$ cat config.mk
export PLATFORM = sky130hd
export DESIGN_NAME = dcache_axi_bridge
export DESIGN_NICKNAME = d
export VERILOG_FILES = /design/src/rtl/dcache_axi_bridge.sv
export SDC_FILE = /design/constraint.sdc
export NUM_CORES = 1
export LEC_CHECK = 0
export CAP_MARGIN = 30
export CELL_PAD_IN_SITES_DETAIL_PLACEMENT = 2
export CELL_PAD_IN_SITES_GLOBAL_PLACEMENT = 2
export CORE_MARGIN = 4
export CORE_UTILIZATION = 25
export CTS_CLUSTER_DIAMETER = 50
export CTS_CLUSTER_SIZE = 14
export DETAILED_ROUTE_END_ITERATION = 10
export HOLD_SLACK_MARGIN = 0.12
export PLACE_DENSITY = 0.72
export SETUP_SLACK_MARGIN = 0.1
export SLEW_MARGIN = 40
export SYNTH_ARGS = -nofsm -noshare
export SYNTH_HDL_FRONTEND = slang
export SYNTH_SLANG_ARGS = --single-unit
$ cat constraint.sdc
create_clock -name clk -period 24.4 [get_ports clk]
set_input_delay 7.32 -clock clk [delete_from_list [all_inputs] [get_ports clk]]
set_output_delay 7.32 -clock clk [all_outputs]
set_load 0.01 [all_outputs]
$ cat src/rtl/dcache_axi_bridge.sv
// Data-cache to AXI4 bridge: line refills and single reads on the read
// channels, whole-line writebacks from a line buffer on the write channels.
// Read and write run independent FSMs with a same-line read-after-write hold.
//
// read state | meaning
// R_IDLE     | rd_rdy high, waiting for a cache read
// R_AR       | presenting AR (held off while a same-line write is in flight)
// R_DATA     | accepting R beats into ret_data
// R_RET      | one-cycle ret_valid pulse
//
// write state | meaning
// W_IDLE      | wr_rdy high, waiting for a writeback pulse
// W_BURST     | AW and W in flight, each finishing independently
// W_RESP      | waiting for the B response
module dcache_axi_bridge #(
  parameter int          ID_W  = 4,
  parameter int unsigned RD_ID = 0,
  parameter int unsigned WR_ID = 1
) (
  input  logic            clk,
  input  logic            reset,
  input  logic            rd_req,
  input  logic [2:0]      rd_type,
  input  logic [31:0]     rd_addr,
  output logic            rd_rdy,
  output logic            ret_valid,
  output logic [255:0]    ret_data,
  input  logic            wr_req,
  input  logic [31:0]     wr_addr,
  input  logic [3:0]      wr_wstrb,
  input  logic [255:0]    wr_data,
  output logic            wr_rdy,
  output logic [ID_W-1:0] arid,
  output logic [31:0]     araddr,
  output logic [7:0]      arlen,
  output logic [2:0]      arsize,
  output logic [1:0]      arburst,
  output logic            arvalid,
  input  logic            arready,
  input  logic [ID_W-1:0] rid,
  input  logic [31:0]     rdata,
  input  logic [1:0]      rresp,
  input  logic            rlast,
  input  logic            rvalid,
  output logic            rready,
  output logic [ID_W-1:0] awid,
  output logic [31:0]     awaddr,
  output logic [7:0]      awlen,
  output logic [2:0]      awsize,
  output logic [1:0]      awburst,
  output logic            awvalid,
  input  logic            awready,
  output logic [31:0]     wdata,
  output logic [3:0]      wstrb,
  output logic            wlast,
  output logic            wvalid,
  input  logic            wready,
  input  logic [ID_W-1:0] bid,
  input  logic [1:0]      bresp,
  input  logic            bvalid,
  output logic            bready
);

  typedef enum logic [1:0] {R_IDLE, R_AR, R_DATA, R_RET} rd_state_e;
  typedef enum logic [1:0] {W_IDLE, W_BURST, W_RESP} wr_state_e;

  rd_state_e    rd_state_q, rd_state_d;
  logic [31:0]  araddr_q, araddr_d;
  logic [7:0]   arlen_q, arlen_d;
  logic [2:0]   arsize_q, arsize_d;
  logic [1:0]   arburst_q, arburst_d;
  logic         ar_sent_q, ar_sent_d;
  logic [2:0]   beat_cnt_q, beat_cnt_d;
  logic [255:0] ret_data_q, ret_data_d;

  wr_state_e    wr_state_q, wr_state_d;
  logic [26:0]  wline_q, wline_d;
  logic [3:0]   wstrb_q, wstrb_d;
  logic [255:0] wbuf_q, wbuf_d;
  logic [2:0]   wbeat_q, wbeat_d;
  logic         aw_done_q, aw_done_d;
  logic         w_done_q, w_done_d;
  logic [7:0]   awlen_q, awlen_d;
  logic [2:0]   awsize_q, awsize_d;
  logic [1:0]   awburst_q, awburst_d;

  logic rd_blocked;
  logic unused_inputs;

  assign unused_inputs = ^{rid, rresp, bid, bresp, wr_addr[4:0]};

  // Once AR has been shown it stays up until accepted, even if a
  // same-line write starts afterwards.
  assign rd_blocked = (wr_state_q != W_IDLE) && (araddr_q[31:5] == wline_q) && !ar_sent_q;

  assign rd_rdy    = (rd_state_q == R_IDLE);
  assign ret_valid = (rd_state_q == R_RET);
  assign ret_data  = ret_data_q;
  assign arid      = ID_W'(RD_ID);
  assign araddr    = araddr_q;
  assign arlen     = arlen_q;
  assign arsize    = arsize_q;
  assign arburst   = arburst_q;
  assign arvalid   = (rd_state_q == R_AR) && !rd_blocked;
  assign rready    = (rd_state_q == R_DATA);

  assign wr_rdy  = (wr_state_q == W_IDLE);
  assign awid    = ID_W'(WR_ID);
  assign awaddr  = {wline_q, 5'b0};
  assign awlen   = awlen_q;
  assign awsize  = awsize_q;
  assign awburst = awburst_q;
  assign awvalid = (wr_state_q == W_BURST) && !aw_done_q;
  assign wvalid  = (wr_state_q == W_BURST) && !w_done_q;
  assign wdata   = wbuf_q[{wbeat_q, 5'b0} +: 32];
  assign wstrb   = wstrb_q;
  assign wlast   = (wbeat_q == 3'd7);
  assign bready  = (wr_state_q == W_RESP);

  // Read FSM next state, AR payload capture and beat packing.
  always_comb begin
    rd_state_d = rd_state_q;
    araddr_d   = araddr_q;
    arlen_d    = arlen_q;
    arsize_d   = arsize_q;
    arburst_d  = arburst_q;
    ar_sent_d  = 1'b0;
    beat_cnt_d = beat_cnt_q;
    ret_data_d = ret_data_q;
    case (rd_state_q)
      R_IDLE: begin
        if (rd_req) begin
          rd_state_d = R_AR;
          arburst_d  = 2'b01;
          if (rd_type[2]) begin
            araddr_d = {rd_addr[31:5], 5'b0};
            arlen_d  = 8'd7;
            arsize_d = 3'd2;
          end else begin
            araddr_d = rd_addr;
            arlen_d  = 8'd0;
            arsize_d = {1'b0, rd_type[1:0]};
          end
        end
      end
      R_AR: begin
        if (arvalid) begin
          if (arready) begin
            rd_state_d = R_DATA;
            beat_cnt_d = 3'd0;
          end else begin
            ar_sent_d = 1'b1;
          end
        end
      end
      R_DATA: begin
        if (rvalid) begin
          // First beat also clears the rest so single reads return zeros above.
          if (beat_cnt_q == 3'd0) ret_data_d = {224'b0, rdata};
          else                    ret_data_d[{beat_cnt_q, 5'b0} +: 32] = rdata;
          beat_cnt_d = beat_cnt_q + 3'd1;
          if (rlast) rd_state_d = R_RET;
        end
      end
      R_RET:   rd_state_d = R_IDLE;
      default: rd_state_d = R_IDLE;
    endcase
  end

  // Read state register.
  always_ff @(posedge clk or posedge reset) begin
    if (reset) begin
      rd_state_q <= R_IDLE;
      araddr_q   <= '0;
      arlen_q    <= '0;
      arsize_q   <= '0;
      arburst_q  <= '0;
      ar_sent_q  <= 1'b0;
      beat_cnt_q <= '0;
      ret_data_q <= '0;
    end else begin
      rd_state_q <= rd_state_d;
      araddr_q   <= araddr_d;
      arlen_q    <= arlen_d;
      arsize_q   <= arsize_d;
      arburst_q  <= arburst_d;
      ar_sent_q  <= ar_sent_d;
      beat_cnt_q <= beat_cnt_d;
      ret_data_q <= ret_data_d;
    end
  end

  // Write FSM next state: line capture, independent AW/W completion.
  always_comb begin
    wr_state_d = wr_state_q;
    wline_d    = wline_q;
    wstrb_d    = wstrb_q;
    wbuf_d     = wbuf_q;
    wbeat_d    = wbeat_q;
    aw_done_d  = aw_done_q;
    w_done_d   = w_done_q;
    awlen_d    = awlen_q;
    awsize_d   = awsize_q;
    awburst_d  = awburst_q;
    case (wr_state_q)
      W_IDLE: begin
        if (wr_req) begin
          wr_state_d = W_BURST;
          wline_d    = wr_addr[31:5];
          wstrb_d    = wr_wstrb;
          wbuf_d     = wr_data;
          wbeat_d    = 3'd0;
          aw_done_d  = 1'b0;
          w_done_d   = 1'b0;
          awlen_d    = 8'd7;
          awsize_d   = 3'd2;
          awburst_d  = 2'b01;
        end
      end
      W_BURST: begin
        if (!aw_done_q && awready) aw_done_d = 1'b1;
        if (!w_done_q && wready) begin
          wbeat_d = wbeat_q + 3'd1;
          if (wbeat_q == 3'd7) w_done_d = 1'b1;
        end
        if ((aw_done_q || awready) && (w_done_q || (wready && wbeat_q == 3'd7)))
          wr_state_d = W_RESP;
      end
      W_RESP: begin
        if (bvalid) wr_state_d = W_IDLE;
      end
      default: wr_state_d = W_IDLE;
    endcase
  end

  // Write state register and line buffer.
  always_ff @(posedge clk or posedge reset) begin
    if (reset) begin
      wr_state_q <= W_IDLE;
      wline_q    <= '0;
      wstrb_q    <= '0;
      wbuf_q     <= '0;
      wbeat_q    <= '0;
      aw_done_q  <= 1'b0;
      w_done_q   <= 1'b0;
      awlen_q    <= '0;
      awsize_q   <= '0;
      awburst_q  <= '0;
    end else begin
      wr_state_q <= wr_state_d;
      wline_q    <= wline_d;
      wstrb_q    <= wstrb_d;
      wbuf_q     <= wbuf_d;
      wbeat_q    <= wbeat_d;
      aw_done_q  <= aw_done_d;
      w_done_q   <= w_done_d;
      awlen_q    <= awlen_d;
      awsize_q   <= awsize_d;
      awburst_q  <= awburst_d;
    end
  end

endmodule
### Word-level counts from Yosys, hierarchy flattened

Cells that the tools add are included.

* register bits after elaboration: 602
* bits of input ports: 381
* output and inout port bits: 399
* word-level logic and storage cells: 102

* add/subtract/negate cells: 3
* equality and inequality tests: 18
* shift-type cells: 3
* mux-type cells: 31
* reductions and logical operators: 30

Operators with widths (count)
* $bwmux 256: 1
* $mux 256: 1
* $shift 32x10->256 const A: 1
* $shiftx 256x9->32: 1
* $shiftx 32x10->256: 1
* $eq 27x27->1: 1
* $mux 2: 9
* $mux 3: 6
* $ne 2x2->1 const B: 8
* $pmux 3 s2: 2
* $neg 8->10: 1
* $logic_and 1x1->1: 9
* $reduce_and 3->1: 3
* $pmux 2 s4: 1
* $reduce_and 4->1: 2
* $mux 1: 7
* $add 3x1->3 const B: 2
* $eq 2x2->1 const B: 3
* $ne 2x1->1 const B: 3
* $pmux 2 s3: 1
* $reduce_and 2->1: 3
* $reduce_bool 2->1: 3
* $mux 5: 1
* $reduce_and 5->1: 1
* other kinds (7): 14

### Longest topological paths before layout

* depth after elaboration: 7
* depth in mapped cells: 12
* gate-level depth less buffers: 9

### Worst setup path after synthesis

No wires, ideal clock.

* path type: register to output
* start: register wbeat_q[0]
* end: output port wdata[0]
* data arrival time: 1.757 ns
* data required time: 17.080 ns
* slack: 15.323 ns
* stages on the path, launching flop included: 5
* path buffers: 2
* path through: dfrtp_1 -> buf_2 -> buf_2 -> mux4_2 -> mux2_2

* word-level cells in the longest chain between the ends: 1

Ends and longest elaborated chain
* from (decl): line 80 `logic [2:0] wbeat_q, wbeat_d;`
* from (signal assigned): line 254 `wbeat_q <= wbeat_d;`
* $shiftx 256x9->32: line 115 `assign wdata = wbuf_q[{wbeat_q, 5'b0} +: 32];`
* to (decl): line 53 `output logic [31:0] wdata,`

No other way between the ends.

### Final worst setup path

* start: register wbeat_q[0]
* end: output port wdata[1]

The elaborated chain is that of the path after synthesis.

==> results.yml <==
timing:
  fmax_mhz: 92.3
  final_max_slew_viol_count: 0
  setup_viol: 0
  clock_skew_ps: 26.3
  fin_crit_sh_pct: 44.4
  tightestPinTransition_ps: 791
  rsz0062_at_grt: "no"
  layout_min_cycle_time_ps: 10830
  timing.hold.ws_ps: 464
  hold_viol: 0
  tns_ps: 0
  max_slew_margin_pct: 47.1
hold_path:
  holdPathEnd: "arburst[0]"
  min_path_type: "reg -> reg"
  whs_path_depth: 1
  min-delay-start: "arburst[0]"
detailed_routing:
  ant_nets: 0
  vias: 21900
  top_layer: "met5"
  wire_per_inst_um: 22.4
  wl_met1_um: 42000
  avgViaCountPerCell: 4.55
  met3_length_um: 9460
  drcViolationCount: 0
  wl_um: 108000
  firstDrtPassIters: 4
  met2_wirelength_um: 53400
  drt_iter0_markers: 938
global_route:
  grt_max_degree: 186
  grt_usage_pct: 19.9
  antenna_found_initial: 48
  grt_pass1_wl_um: 162000
  grt_overflow: 0
  grt_pass1_vias: 24500
layout:
  fill_cells: 10800
  final_common_cell: "nand2_1"
  finalNonFillerCells: 4810
  syn_to_final_growth_pct: 48.0
  drive_gt1_share_pct: 10.9
  final_cell_mix: "nand2_1 (1336), clkdlybuf4s50_1 (734), dfrtp_1 (590), nand3_1 (117), clkbuf_16 (105)"
  seqCellArea_um2: 14800
  finish.net_count: 3734
  multiInputGateArea_um2: 9730
worst_setup_path:
  cp_max_fo: 41
  r2r_cells: 12
  reg2reg_from: "beat_cnt_q[0]"
  arrival_ps: 3510
  worst_setup_path_end_kind: "primary output"
  crit_type: "reg -> out"
  worstSetupStartpointType: "register"
  required_ps: 17080
  reg2reg_to: "ret_data[215]"
  r2r_slack_ps: 20900
floorplan:
  initial_utilization_pct: 25.3
  rows: 116
  dieWidth_um: 327
  core-area_um2: 101000
  die-area_um2: 107000
  die_height_um: 327
  io_pins: 780
synth:
  synth-async-reset-ratio_pct: 100
  synth_ff_type: "dfrtp_1"
  syn_avg_cell_area_um2: 9.56
  syn_inst: 2665
  synth.distinct_cells: 49
  synth_seq_cells: 593
  synth_edf_count: 0
  ys_seq_area_share_pct: 58.3
  synthesis.area_um2: 25500
  ys_warn_count: 0
power_and_ir_drop:
  power.density_nw_per_um2: 140
  power.static_leakage_uw: 0.0176
  ir_drop_mv: 0.0635
clock_tree:
  postCtsHoldBufs: 0
  h-tree-depth: 3
  clockBufferDepth: 3
  clkTransAtPathRegs_ps: 50
  post_cts_buffers: 0
  cts_buffers: 103
  cts_resized: 0
  root_buffer: "clkbuf_16"
  clkLatencyLatePin_ps: 660
  cts.sinks: 593
  cts_tree: "done"
placed_design:
  place_congestion: 0.768
  dp_hpwl_um: 75100
  io_buffers: 734
  placed_cells: 4595
flow_run:
  max_cap_viol_count: 0
run_status:
  status: "complete, no violations"
==> state kept, by name, indices dropped and copies added, names as in the netlist <==
name        count
ret_data      256
wline_q        27
awburst         1
wr_state_q      2
wbuf_q        256
wstrb           4
araddr         32
ar_sent_q       1
rd_state_q      2
arlen           1
arsize          2
beat_cnt_q      3
w_done_q        1
aw_done_q       1
arburst         1
wbeat_q         3
==> synth_stat cells (2+ instances only) <==
cell / instances / share of area (%)
clkbuf_2: 11 / 0.22
nand4_1: 3 / 0.074
a31oi_1: 2 / 0.049
a21oi_1: 8 / 0.16
and2_1: 3 / 0.074
nor2_1: 12 / 0.18
o22ai_1: 2 / 0.049
nor4_4: 2 / 0.17
mux4_2: 64 / 5.7
nand2_1: 1339 / 20
ha_1: 9 / 0.44
nor4_1: 3 / 0.074
a32o_1: 2 / 0.079
nand3_1: 118 / 2.3
or3_1: 3 / 0.074
buf_2: 58 / 1.1
buf_4: 41 / 1.2
buf_1: 4 / 0.059
clkbuf_1: 104 / 1.5
a41oi_1: 2 / 0.069
mux2_2: 61 / 2.7
conb_1: 2 / 0.029
a22o_1: 25 / 0.86
nor4_2: 5 / 0.25
xor2_1: 27 / 0.93
nand2b_1: 17 / 0.42
dfrtp_1: 593 / 58
nor3_2: 3 / 0.12
o21ai_0: 96 / 1.9
nor2b_1: 4 / 0.098
inv_1: 10 / 0.15
o21ai_1: 6 / 0.12
nor3_1: 3 / 0.059
a22oi_1: 8 / 0.24
==> worst max-delay path, stage by stage, from the launching register on <==
cell	delay, ps
dfrtp_4	760
buf_6	570
mux4_2	590
mux2_2	320
clkdlybuf4s50_1	560
==> through the flow <==
step                utilization, %  area [um^2]  total power, uW  setup WS (ps)
floorplan                        -        25600             2690            484
global placement              33.7        33900             3730          13040
detailed placement            33.8        34000             3810          13540
finish                        37.5        37700             5290          13570
CTS                           37.4        37600             5390          13370
global route                  37.4        37700             5640          13350
==> kinds of logic after synthesis <==
logic type               after synthesis  synth area share (%)
buffers and inverters                230                  4.36
AO/OA/AOI/OAI                        156                  3.67
multiplexers                         126                  8.39
other                                  2                0.0295
AND/OR/NAND/NOR                     1522                  23.9
adder cells (fa/ha/maj)                9                 0.442
flip-flops                           593                  58.3
XOR/XNOR                              27                 0.928
==> report_power, final <==
part	internal [uW]	switching [uW]	leakage, uW
sequential	1420	293	0.00764
combinational	978	1080	0.00825
clock	961	554	0.00175
==> metal layers <==
layer,GRT usage [%],vias to the layer above
met3,6.89,170
met5,0,-
li1,-,9924
met4,5.28,40
met2,34.7,617
met1,23.2,11200
==> area by class of cell <==
class	count	area share, %
Antenna cell	24	0.159
Clock buffer	120	7.36
Clock inverter	70	2.22
Inverter	11	0.143
Multi-Input combinational cell	1868	25.8
Sequential cell	593	39.4
Tap cell	1357	4.50
Timing Repair Buffer	767	20.4
==> how the worst max path moves through the flow <==
stage	start	end	slack, ps
finish	wbeat_q[0]	wdata[1]	13570
global placement	wr_req	wbuf_q[135]	13040
detailed placement	wr_req	wbuf_q[169]	13540
floorplan	reset	ar_sent_q	480
CTS	wbeat_q[0]	wdata[0]	13370
global route	wbeat_q[0]	wdata[1]	13350
(Power assumes the default switching activity.)
